<file path="src/rtl/mc_ctrl_fsm.sv">
// Multi-cycle control FSM for the 8-bit MIPS datapath: fetch handshake, decode, execute,
// memory and writeback sequencing with registered ALU controls.
module mc_ctrl_fsm #(
  parameter int unsigned IMM_W = 6
) (
  input  logic        clk,
  input  logic        rst_n,
  input  logic        instr_valid,
  output logic        instr_ready,
  input  logic [15:0] instr,
  input  logic        alu_zero,
  input  logic        mem_ack,
  output logic [2:0]  alu_control,
  output logic        alu_src_imm,
  output logic [7:0]  imm_out,
  output logic [2:0]  rf_raddr0,
  output logic [2:0]  rf_raddr1,
  output logic [2:0]  rf_waddr,
  output logic        rf_we,
  output logic        wb_sel,
  output logic        mem_re,
  output logic        mem_we,
  output logic        pc_en,
  output logic        pc_branch,
  output logic        halted,
  output logic        illegal
);

  typedef enum logic [2:0] {
    StFetch, StDecode, StExecute, StMem, StWriteback, StHalt
  } state_e;

  localparam logic [3:0] OpAddi = 4'd8;
  localparam logic [3:0] OpBeqz = 4'd9;
  localparam logic [3:0] OpLw   = 4'd10;
  localparam logic [3:0] OpSw   = 4'd11;
  localparam logic [3:0] OpHalt = 4'd15;

  state_e      state_q, state_d;
  logic [15:0] ir_q, ir_d;
  logic [2:0]  alu_ctrl_q, alu_ctrl_d;
  logic        alu_src_q, alu_src_d;
  logic        illegal_q, illegal_d;
  logic        fetch_ready;

  logic [3:0] opcode;
  logic [2:0] rd, rs, rt;
  logic       is_rtype, is_illegal, is_lw, is_sw, is_beqz, is_addi, is_halt;

  assign opcode = ir_q[15:12];
  assign rd     = ir_q[11:9];
  assign rs     = ir_q[8:6];
  assign rt     = ir_q[5:3];

  assign is_lw   = (opcode == OpLw);
  assign is_sw   = (opcode == OpSw);
  assign is_beqz = (opcode == OpBeqz);
  assign is_addi = (opcode == OpAddi);
  assign is_halt = (opcode == OpHalt);

  always_comb begin
    is_rtype   = 1'b0;
    is_illegal = 1'b0;
    unique case (opcode)
      4'd0, 4'd1, 4'd2, 4'd3, 4'd4, 4'd6, 4'd7: is_rtype = 1'b1;
      4'd5, 4'd12, 4'd13, 4'd14:                is_illegal = 1'b1;
      default: ;
    endcase
  end

  assign imm_out   = {{(8 - IMM_W){ir_q[IMM_W-1]}}, ir_q[IMM_W-1:0]};
  assign rf_raddr0 = rs;
  // SW reads its store data from rd on the second read port.
  assign rf_raddr1 = is_sw ? rd : rt;

  always_comb begin
    state_d     = state_q;
    ir_d        = ir_q;
    alu_ctrl_d  = alu_ctrl_q;
    alu_src_d   = alu_src_q;
    illegal_d   = illegal_q;
    fetch_ready = 1'b0;
    rf_we       = 1'b0;
    rf_waddr    = 3'd0;
    wb_sel      = 1'b0;
    mem_re      = 1'b0;
    mem_we      = 1'b0;
    pc_en       = 1'b0;
    pc_branch   = 1'b0;

    unique case (state_q)
      StFetch: begin
        fetch_ready = 1'b1;
        if (instr_valid) begin
          ir_d    = instr;
          state_d = StDecode;
        end
      end
      StDecode: begin
        if (is_halt) begin
          state_d = StHalt;
        end else if (is_illegal) begin
          state_d   = StHalt;
          illegal_d = 1'b1;
        end else begin
          state_d    = StExecute;
          alu_ctrl_d = is_rtype ? opcode[2:0] : (is_beqz ? 3'b000 : 3'b001);
          alu_src_d  = is_addi | is_lw | is_sw;
        end
      end
      StExecute: begin
        if (is_beqz) begin
          pc_branch = alu_zero;
          pc_en     = ~alu_zero;
          state_d   = StFetch;
        end else if (is_lw || is_sw) begin
          state_d = StMem;
        end else begin
          state_d = StWriteback;
        end
      end
      StMem: begin
        mem_re = is_lw;
        mem_we = is_sw;
        if (mem_ack) begin
          if (is_lw) begin
            state_d = StWriteback;
          end else begin
            pc_en   = 1'b1;
            state_d = StFetch;
          end
        end
      end
      StWriteback: begin
        rf_we    = 1'b1;
        rf_waddr = rd;
        wb_sel   = is_lw;
        pc_en    = 1'b1;
        state_d  = StFetch;
      end
      StHalt: ;
      default: state_d = StFetch;
    endcase

    // ALU controls stay stable for the whole instruction and clear on the way back to fetch.
    if (state_d == StFetch) begin
      alu_ctrl_d = 3'b000;
      alu_src_d  = 1'b0;
    end
  end

  always_ff @(posedge clk or negedge rst_n) begin
    if (!rst_n) begin
      state_q    <= StFetch;
      ir_q       <= 16'h0000;
      alu_ctrl_q <= 3'b000;
      alu_src_q  <= 1'b0;
      illegal_q  <= 1'b0;
    end else begin
      state_q    <= state_d;
      ir_q       <= ir_d;
      alu_ctrl_q <= alu_ctrl_d;
      alu_src_q  <= alu_src_d;
      illegal_q  <= illegal_d;
    end
  end

  // Ready is forced low while reset is held, even though the state already reads as fetch.
  assign instr_ready = fetch_ready & rst_n;
  assign alu_control = alu_ctrl_q;
  assign alu_src_imm = alu_src_q;
  assign halted      = (state_q == StHalt);
  assign illegal     = illegal_q;

endmodule

</file>
<file path="config.mk">
export PLATFORM = sky130hd
export DESIGN_NAME = mc_ctrl_fsm
export DESIGN_NICKNAME = d
export VERILOG_FILES = /design/src/rtl/mc_ctrl_fsm.sv
export SDC_FILE = /design/constraint.sdc
export NUM_CORES = 1
export LEC_CHECK = 0
export ABC_CLOCK_PERIOD_IN_PS = 1900
export BUFFER_PORTS_ARGS = -buffer_cell sky130_fd_sc_hd__buf_4
export CORE_MARGIN = 10
export CORE_UTILIZATION = 24
export DETAILED_ROUTE_END_ITERATION = 8
export GPL_TIMING_DRIVEN = 0
export SLEW_MARGIN = 20
export SYNTH_ARGS = -nofsm -noshare
export SYNTH_HDL_FRONTEND = slang
export SYNTH_SLANG_ARGS = --single-unit
</file>
<file path="constraint.sdc">
create_clock -name clk -period 1.9 [get_ports clk]
set_input_delay 0.095 -clock clk [delete_from_list [all_inputs] [get_ports clk]]
set_output_delay 0.095 -clock clk [all_outputs]
set_load 0.01 [all_outputs]
</file>
# [Word-level counts from Yosys, hierarchy flattened]
# Cells that the tools add are included.
[op_classes] n_mux=33 bitwise=5 reduce_logical=10 eq_ne=22
[ops] operator="$mux W3" count=14
[ops] operator="$eq A4 B4 Y1 const B" count=8
[ops] operator="$mux W1" count=17
[ops] operator="$eq A4 B3 Y1 const B" count=4
[ops] operator="$pmux W3 S5" count=1
[ops] operator="$eq A4 B2 Y1 const B" count=2
[ops] operator="$reduce_or A7 Y1" count=1
[ops] operator="$eq A3 B2 Y1 const B" count=2
[ops] operator="$eq A3 B3 Y1 const B" count=2
[ops] operator="$logic_not A3 Y1" count=2
[ops] operator="$reduce_and A3 Y1" count=2
[ops] operator="$eq A4 B1 Y1 const B" count=1
[ops] operator="$logic_not A4 Y1" count=1
[ops] operator="$ne A2 B1 Y1 const B" count=2
[ops] operator="$reduce_or A4 Y1" count=1
[ops] operator="$eq A3 B1 Y1 const B" count=1
[ops] operator="$pmux W1 S3" count=1
[ops] operator="$not A1 Y1" count=2
[ops] operator="$or A1 B1 Y1" count=2
[ops] operator="$reduce_and A2 Y1" count=1
[ops] operator="$reduce_bool A2 Y1" count=1
[ops] operator="$and A1 B1 Y1" count=1
[ops] operator="$logic_or A1 B1 Y1" count=1
[word_totals] wordCells=75 output_inout_bits=30 input_bits=21 ff_bits=24

# [Logic depth before layout (Yosys ltp)]
# Gate-level depths: netlist of run 1.
[depth] word_depth=9 depth_mapped=6 ltp_nobuf=4

# [Worst setup path after synthesis of run 1]
# No wires, ideal clock.
[synth_path] path_kind="reg-to-reg" start="register state_q[0]" end="register ir_q[10]" required_ns=1.775 arrival_ns=1.427 setup_ns=0.125 slack_ns=0.348 stages_incl_launch_ff=7 synth_period_minus_slack_ns=1.552 path_buffers=3 path_cell_list="dfrtp_1 buf_4 nor3_1 and2_1 buf_4 buf_6 mux2_2"
[synth_via] elab_chain_cells=2
[synth_lines] element="start: declaration" line="39" rtl="state_e state_q, state_d;"
[synth_lines] element="start signal: assignment" line="154" rtl="state_q <= StFetch;"
[synth_lines] element="start signal: assignment" line="160" rtl="state_q <= state_d;"
[synth_lines] element="$logic_not A3 Y1" line="91" rtl="unique case (state_q)"
[synth_lines] element="$reduce_and A2 Y1 (no source line)"
[synth_lines] element="end signal: assignment" line="161" rtl="ir_q <= ir_d;"
[synth_lines] element="end: declaration" line="40" rtl="logic [15:0] ir_q, ir_d;"
# Every way passes these cells.
# A chain may end at the register's enable or synchronous reset.

# [Worst setup path in the final report of run 1]
[layout_path] start="register ir_q[15]" end="output rf_raddr1[0]"
[layout_via] elab_chain_cells=2
[layout_lines] element="$eq A4 B4 Y1" line="56" rtl="assign is_sw = (opcode == OpSw);"
[layout_lines] element="$mux W3" line="74" rtl="assign rf_raddr1 = is_sw ? rd : rt;"
[layout_lines] element="end: declaration" line="17" rtl="output logic [2:0] rf_raddr1,"
# Every way passes these cells.

==> results.cfg, run 1 <==
[layout]
final_cell_mix = buf_4 (63), dfrtp_1 (24), mux2_2 (20)
multiInputGateArea_um2 = 643
antenna_cells = 0
seq_area_um2 = 601
utilization_pct = 34.5
drive_gt1_share_pct = 51.1
final_nets = 206
synthToLayoutAreaGrowth_pct = 38.2
stdcell_count = 256
n_fill_cell = 588
mostFrequentLayoutCell = buf_4

[setup_path]
crit_family = simple AND/OR/NAND/NOR gates
worstSetupEndpoint = rf_raddr1[0]
r2r_start = state_q[0]$_DFF_PN0_
cp_slowest_cell = dfrtp_1
arrival_ns = 1.67
r2r_cells = 6
required_ns = 1.80
critPathMaxStageDelay_ns = 0.40
crit_buf_inv = 1
cp-end-kind = output pin
startpoint_type = flop
reg2reg_to = ir_q[7]$_DFFE_PN0P_
path_class = reg2out
critical_path_depth = 4
r2r_setup_slack_ns = 0.17
critPathMaxFanout = 5
crit_start = ir_q[15]$_DFFE_PN0P_
crit_path_cell_trace = nor2b_1, nand3_1, mux2_2, buf_4

[grt]
grtUsageTotal_pct = 7.80
grt_remaining_overflow = 0
first_global_vias = 1124
antenna_found_initial = 0
grt_max_degree = 26
grt_pass1_wl_um = 5810

[floorplan]
die_h_um = 96.1
initial_core_util_pct = 24.9
num_rows = 27
io_pins = 51
die_x_um = 96.1
core_region_area_um2 = 5570
dieArea_um2 = 9240

[run]
drv_cap = 0

[synth]
avgSynthCellArea_um2 = 10.8
syn-instance-count = 129
synth_top_area_cell = dfrtp_1
syn_nets = 150
synth_area_leaders = dfrtp_1 (43%), mux2_2 (16%), buf_4 (7.0%)
yosysWarnings = 0
seq_area_frac_synth_pct = 43.2
syn_area_um2 = 1390
synth_top_area_share_pct = 43.2
synthXorXnorAreaFrac_pct = 0
synth_top_family_by_area = simple AND/OR/NAND/NOR gates
synth_cell_types = 38
synth_fa_ha_area_share_pct = 0
yosys.area_share.simple_pct = 18.1
yosys_register_bits = 24
synthMuxAreaShare_pct = 16.9
synth_compound_area_share_pct = 11.3

[cts]
cts_max_path_buffers = 2
path_clk_slew_ns = 0.09
clock_sinks = 24
tritoncts = yes
numCtsBuffers = 3
cts-root-buf = clkbuf_8
ctsResizeCount = 0
postCtsSetupBuffers = 0
htreeDepth = 1
clkLatencyLatePin_ns = 0.27

[timing]
setup_viol = 0
finalCritPeriodShare_pct = 92.7
period_needed_ns = 1.76
worst_slack_ns = 0.138
slew_violations = 0
setup_tns_ns = 0
max_freq_ghz = 0.568
hold_viol_final = 0
slew_headroom_pct = 62.8
worst_pin_slew_ns = 0.556
rsz0062_at_grt = false
skew_ns = 0.00474

[routing]
first_pass_iters = 4
drc = 0
dr_total_vias = 1141
via_per_inst = 4.46
drt-initial-drc-count = 128
routed_wl_um = 3680
drt.antenna.violating_nets = 0
wl_per_cell_um = 14.4

[power_and_ir_drop]
p_total_mw = 3.17
p_leak_nw = 0.880
powerDensity_nw_per_um2 = 1650
ir_drop_mv = 0.671

[placed_design]
pre_cts_slack_ns = 0.172
placed_cells = 251
gp_congestion = 0.815
place.port_buffers = 50
hpwl_um = 2880

[worst_hold_path]
holdCritPathClass = in2reg

[run_status]
run_status = completed
-- kinds of logic after synthesis --
logic type	Yosys count
AND/OR/NAND/NOR	41
AO/OA/AOI/OAI	21
buffers and inverters	22
multiplexers	21
flip-flops	24
-- layout make-up --
| class | instances | area share (%) |
|---|---|---|
| tap | 72 | 4.69 |
| clock buffer | 4 | 2.87 |
| buffer | 19 | 7.04 |
| timing repair buffer | 51 | 20.1 |
| multi-input combinational | 83 | 33.5 |
| sequential | 24 | 31.3 |
| inverter | 3 | 0.586 |
-- per-layer routing --
metal	track usage [%]	vias to the layer above	part of all wire [%]
li1	-	559	-
met1	9.82	552	42
met2	12.6	28	50
met3	2.41	2	6.8
met4	2.21	0	0.52
met5	0	-	0
-- registers in the layout, indices dropped and copies added (netlist names) --
| register | count |
|---|---|
| ir_q | 16 |
| state_q | 3 |
| illegal | 1 |
| alu_control | 3 |
| alu_src_imm | 1 |
-- Yosys cell counts (all sizes together) --
master and n:
and3 3, o21ai 3, o221ai 2, or3b 1, nand4bb 1, mux2i 1, a22oi 2, nor2b 4
inv 3, and2 2, o211ai 2, dfrtp 24, a21oi 5, nand3 3, a21o 1, a221oi 2
mux2 20, nor2 9, nand2b 2, nor3b 3, nand4b 1, buf 15, nand3b 1, nor3 2
a31oi 1, or2 1, or3 1, a311o 1, o21bai 1, nand2 4, a21boi 1, nand4 1
nor4b 2, clkbuf 4
-- through the flow --
stage               hold WS (ns)  cell area, um2
floorplan                 -0.201            1390
global route              0.0478            1920
CTS                       0.0495            1920
finish                    0.0506            1920
detailed placement        0.0222            1860
global placement          0.0245            1860
-- worst min-delay path by stage --
stage | startpoint | end | slack (ns) | cells past startpoint
final | instr[5] | ir_q[5]$_DFFE_PN0P_ | 0.05 | 2
after CTS | instr[5] | ir_q[5]$_DFFE_PN0P_ | 0.05 | 2
after global routing | instr[14] | ir_q[14]$_DFFE_PN0P_ | 0.05 | 2
after detailed placement | rst_n | illegal$_DFFE_PN0P_ | 0.02 | 1
after global placement | rst_n | illegal$_DFFE_PN0P_ | 0.02 | 1
after floorplan | rst_n | alu_control[0]$_DFFE_PN0P_ | -0.20 | 0
-- power breakdown --
group	internal (mW)	switching [mW]	total (mW)	leakage [nW]
registers	0.754	0.213	0.967	0.291
logic	1.02	0.833	1.85	0.560
clock network	0.185	0.171	0.356	0.0288
total	1.95	1.22	3.17	0.880
-- repair_timing --
item	in CTS	in global routing
endpoints found under the hold margin	24	0
hold buffers	1	0
endpoints found under the setup margin	0	0
(Power assumes the default switching activity.)
==> run 2: changes to the inputs <==
--- a/config.mk
+++ b/config.mk
@@ -11,6 +11,7 @@
 export CORE_UTILIZATION = 24
 export DETAILED_ROUTE_END_ITERATION = 8
 export GPL_TIMING_DRIVEN = 0
+export PLACE_DENSITY = 0.53
 export SLEW_MARGIN = 20
 export SYNTH_ARGS = -nofsm -noshare
 export SYNTH_HDL_FRONTEND = slang
==> results.cfg, run 2 (synthesized netlist as in run 1, its figures left out) <==
[placed_design]
place.port_buffers = 50
gp_congestion = 0.773
hpwl_um = 3100
placed_cells = 251

[floorplan]
num_rows = 27
die_x_um = 96.1
core_region_area_um2 = 5570
dieArea_um2 = 9240
die_h_um = 96.1
initial_core_util_pct = 24.9
io_pins = 51

[layout]
antenna_cells = 0
synthToLayoutAreaGrowth_pct = 38.6
regMostFlops = ir_q
n_fill_cell = 589
multiInputGateArea_um2 = 648
final_nets = 206
drive_gt1_share_pct = 52.2
final_cell_mix = buf_4 (63), dfrtp_1 (24), mux2_2 (20)
stdcell_count = 256
mostFrequentLayoutCell = buf_4
largest_reg_flops = 16
seq_area_um2 = 601

[grt]
grtUsageTotal_pct = 8.63
grt_max_degree = 26
grt_pass1_wl_um = 6290
first_global_vias = 1200
antenna_found_initial = 0
grt_remaining_overflow = 0

[cts]
clock_sinks = 24
postCtsSetupBuffers = 0
cts-root-buf = clkbuf_8
path_clk_slew_ns = 0.10
htreeDepth = 1
cts_max_path_buffers = 2
tritoncts = yes
clkLatencyLatePin_ns = 0.28
numCtsBuffers = 3

[setup_path]
path_class = reg2out
r2r_setup_slack_ns = 0.20
critPathMaxFanout = 10
arrival_ns = 1.71
startpoint_type = flop
required_ns = 1.80
cp-end-kind = output pin

[routing]
first_pass_iters = 4
dr_total_vias = 1163
wl_per_cell_um = 15.4
routed_wl_um = 3950
via_per_inst = 4.54
drt.antenna.violating_nets = 0
drc = 0
drt-initial-drc-count = 105

[timing]
finalCritPeriodShare_pct = 94.9
slew_violations = 0
setup_viol = 0
setup_tns_ns = 0
rsz0062_at_grt = false
max_freq_ghz = 0.555
period_needed_ns = 1.80
slew_headroom_pct = 63.1
skew_ns = 0.00366
worst_pin_slew_ns = 0.552
hold_viol_final = 0

[power_and_ir_drop]
p_leak_nw = 0.884
powerDensity_nw_per_um2 = 1660
ir_drop_mv = 0.594

[worst_hold_path]
holdCritPathClass = in2reg

[run_status]
run_status = completed

[run]
drv_cap = 0
[run 2: cell counts in the layout (fill, tap and decap cells not counted)]
Identical to the previous run, type by type.
[run 2: path summary, 6_finish.rpt]
kind                            cells past startpoint                          to            startpoint
worst max-delay path                                5                      mem_we  state_q[2]$_DFF_PN0_
worst min-delay path                                2         ir_q[1]$_DFFE_PN0P_              instr[1]
worst max register to register                      5  alu_control[0]$_DFFE_PN0P_  state_q[1]$_DFF_PN0_
worst min register to register                      1         illegal$_DFFE_PN0P_   illegal$_DFFE_PN0P_
max in group asynchronous                           2        state_q[1]$_DFF_PN0_                 rst_n
min in group asynchronous                           2         illegal$_DFFE_PN0P_                 rst_n
[run 2: what timing repair did]
action / CTS / global route
gates resized for setup: 0 / 3
hold endpoints to repair: 24 / 0
endpoints found under the setup margin: 0 / 9
hold buffers: 1 / 0
[run 2: layout make-up]
cell class | count | area share [%]
multi-input cells | 83 | 33.6
flip-flops and latches | 24 | 31.2
repair buffers | 51 | 20.0
plain buffers | 19 | 7.08
well taps | 72 | 4.68
clock buffers | 4 | 2.86
inverters | 3 | 0.584
[run 2: stage by stage]
step           area (um2)  worst slack [ns]  total power, mW  utilization (%)  hold WS (ns)
2_1_floorplan        1390             0.348             2.15                -        -0.201
3_3_place_gp         1860             0.180             2.86             33.3        0.0224
3_5_place_dp         1860             0.153             2.87             33.3        0.0246
4_1_cts              1920             0.124             3.24             34.5        0.0412
5_1_grt              1930            0.0130             3.46             34.6        0.0376
6_report             1930            0.0967             3.21             34.6        0.0436
[run 2: report_power, final]
| part | switching, mW | internal, mW | leakage, nW |
|---|---|---|---|
| Clock | 0.186 | 0.186 | 0.0288 |
| Sequential | 0.213 | 0.754 | 0.291 |
| Combinational | 0.848 | 1.02 | 0.564 |
| Total | 1.25 | 1.96 | 0.884 |
[run 2: critical path: stages (launching register included)]
cell      delay [ns]
dfrtp_1         0.49
clkbuf_1        0.40
inv_1           0.16
nand3_1         0.16
nor2_1          0.07
buf_4           0.15
[run 2: metal layers]
metal / GRT usage, % / wire [um] / up-vias
met5: 0 / 0 / -
met4: 2.21 / 43 / 0
met3: 4.05 / 439 / 6
met2: 13.2 / 1810 / 44
met1: 10.7 / 1650 / 547
li1: - / - / 566
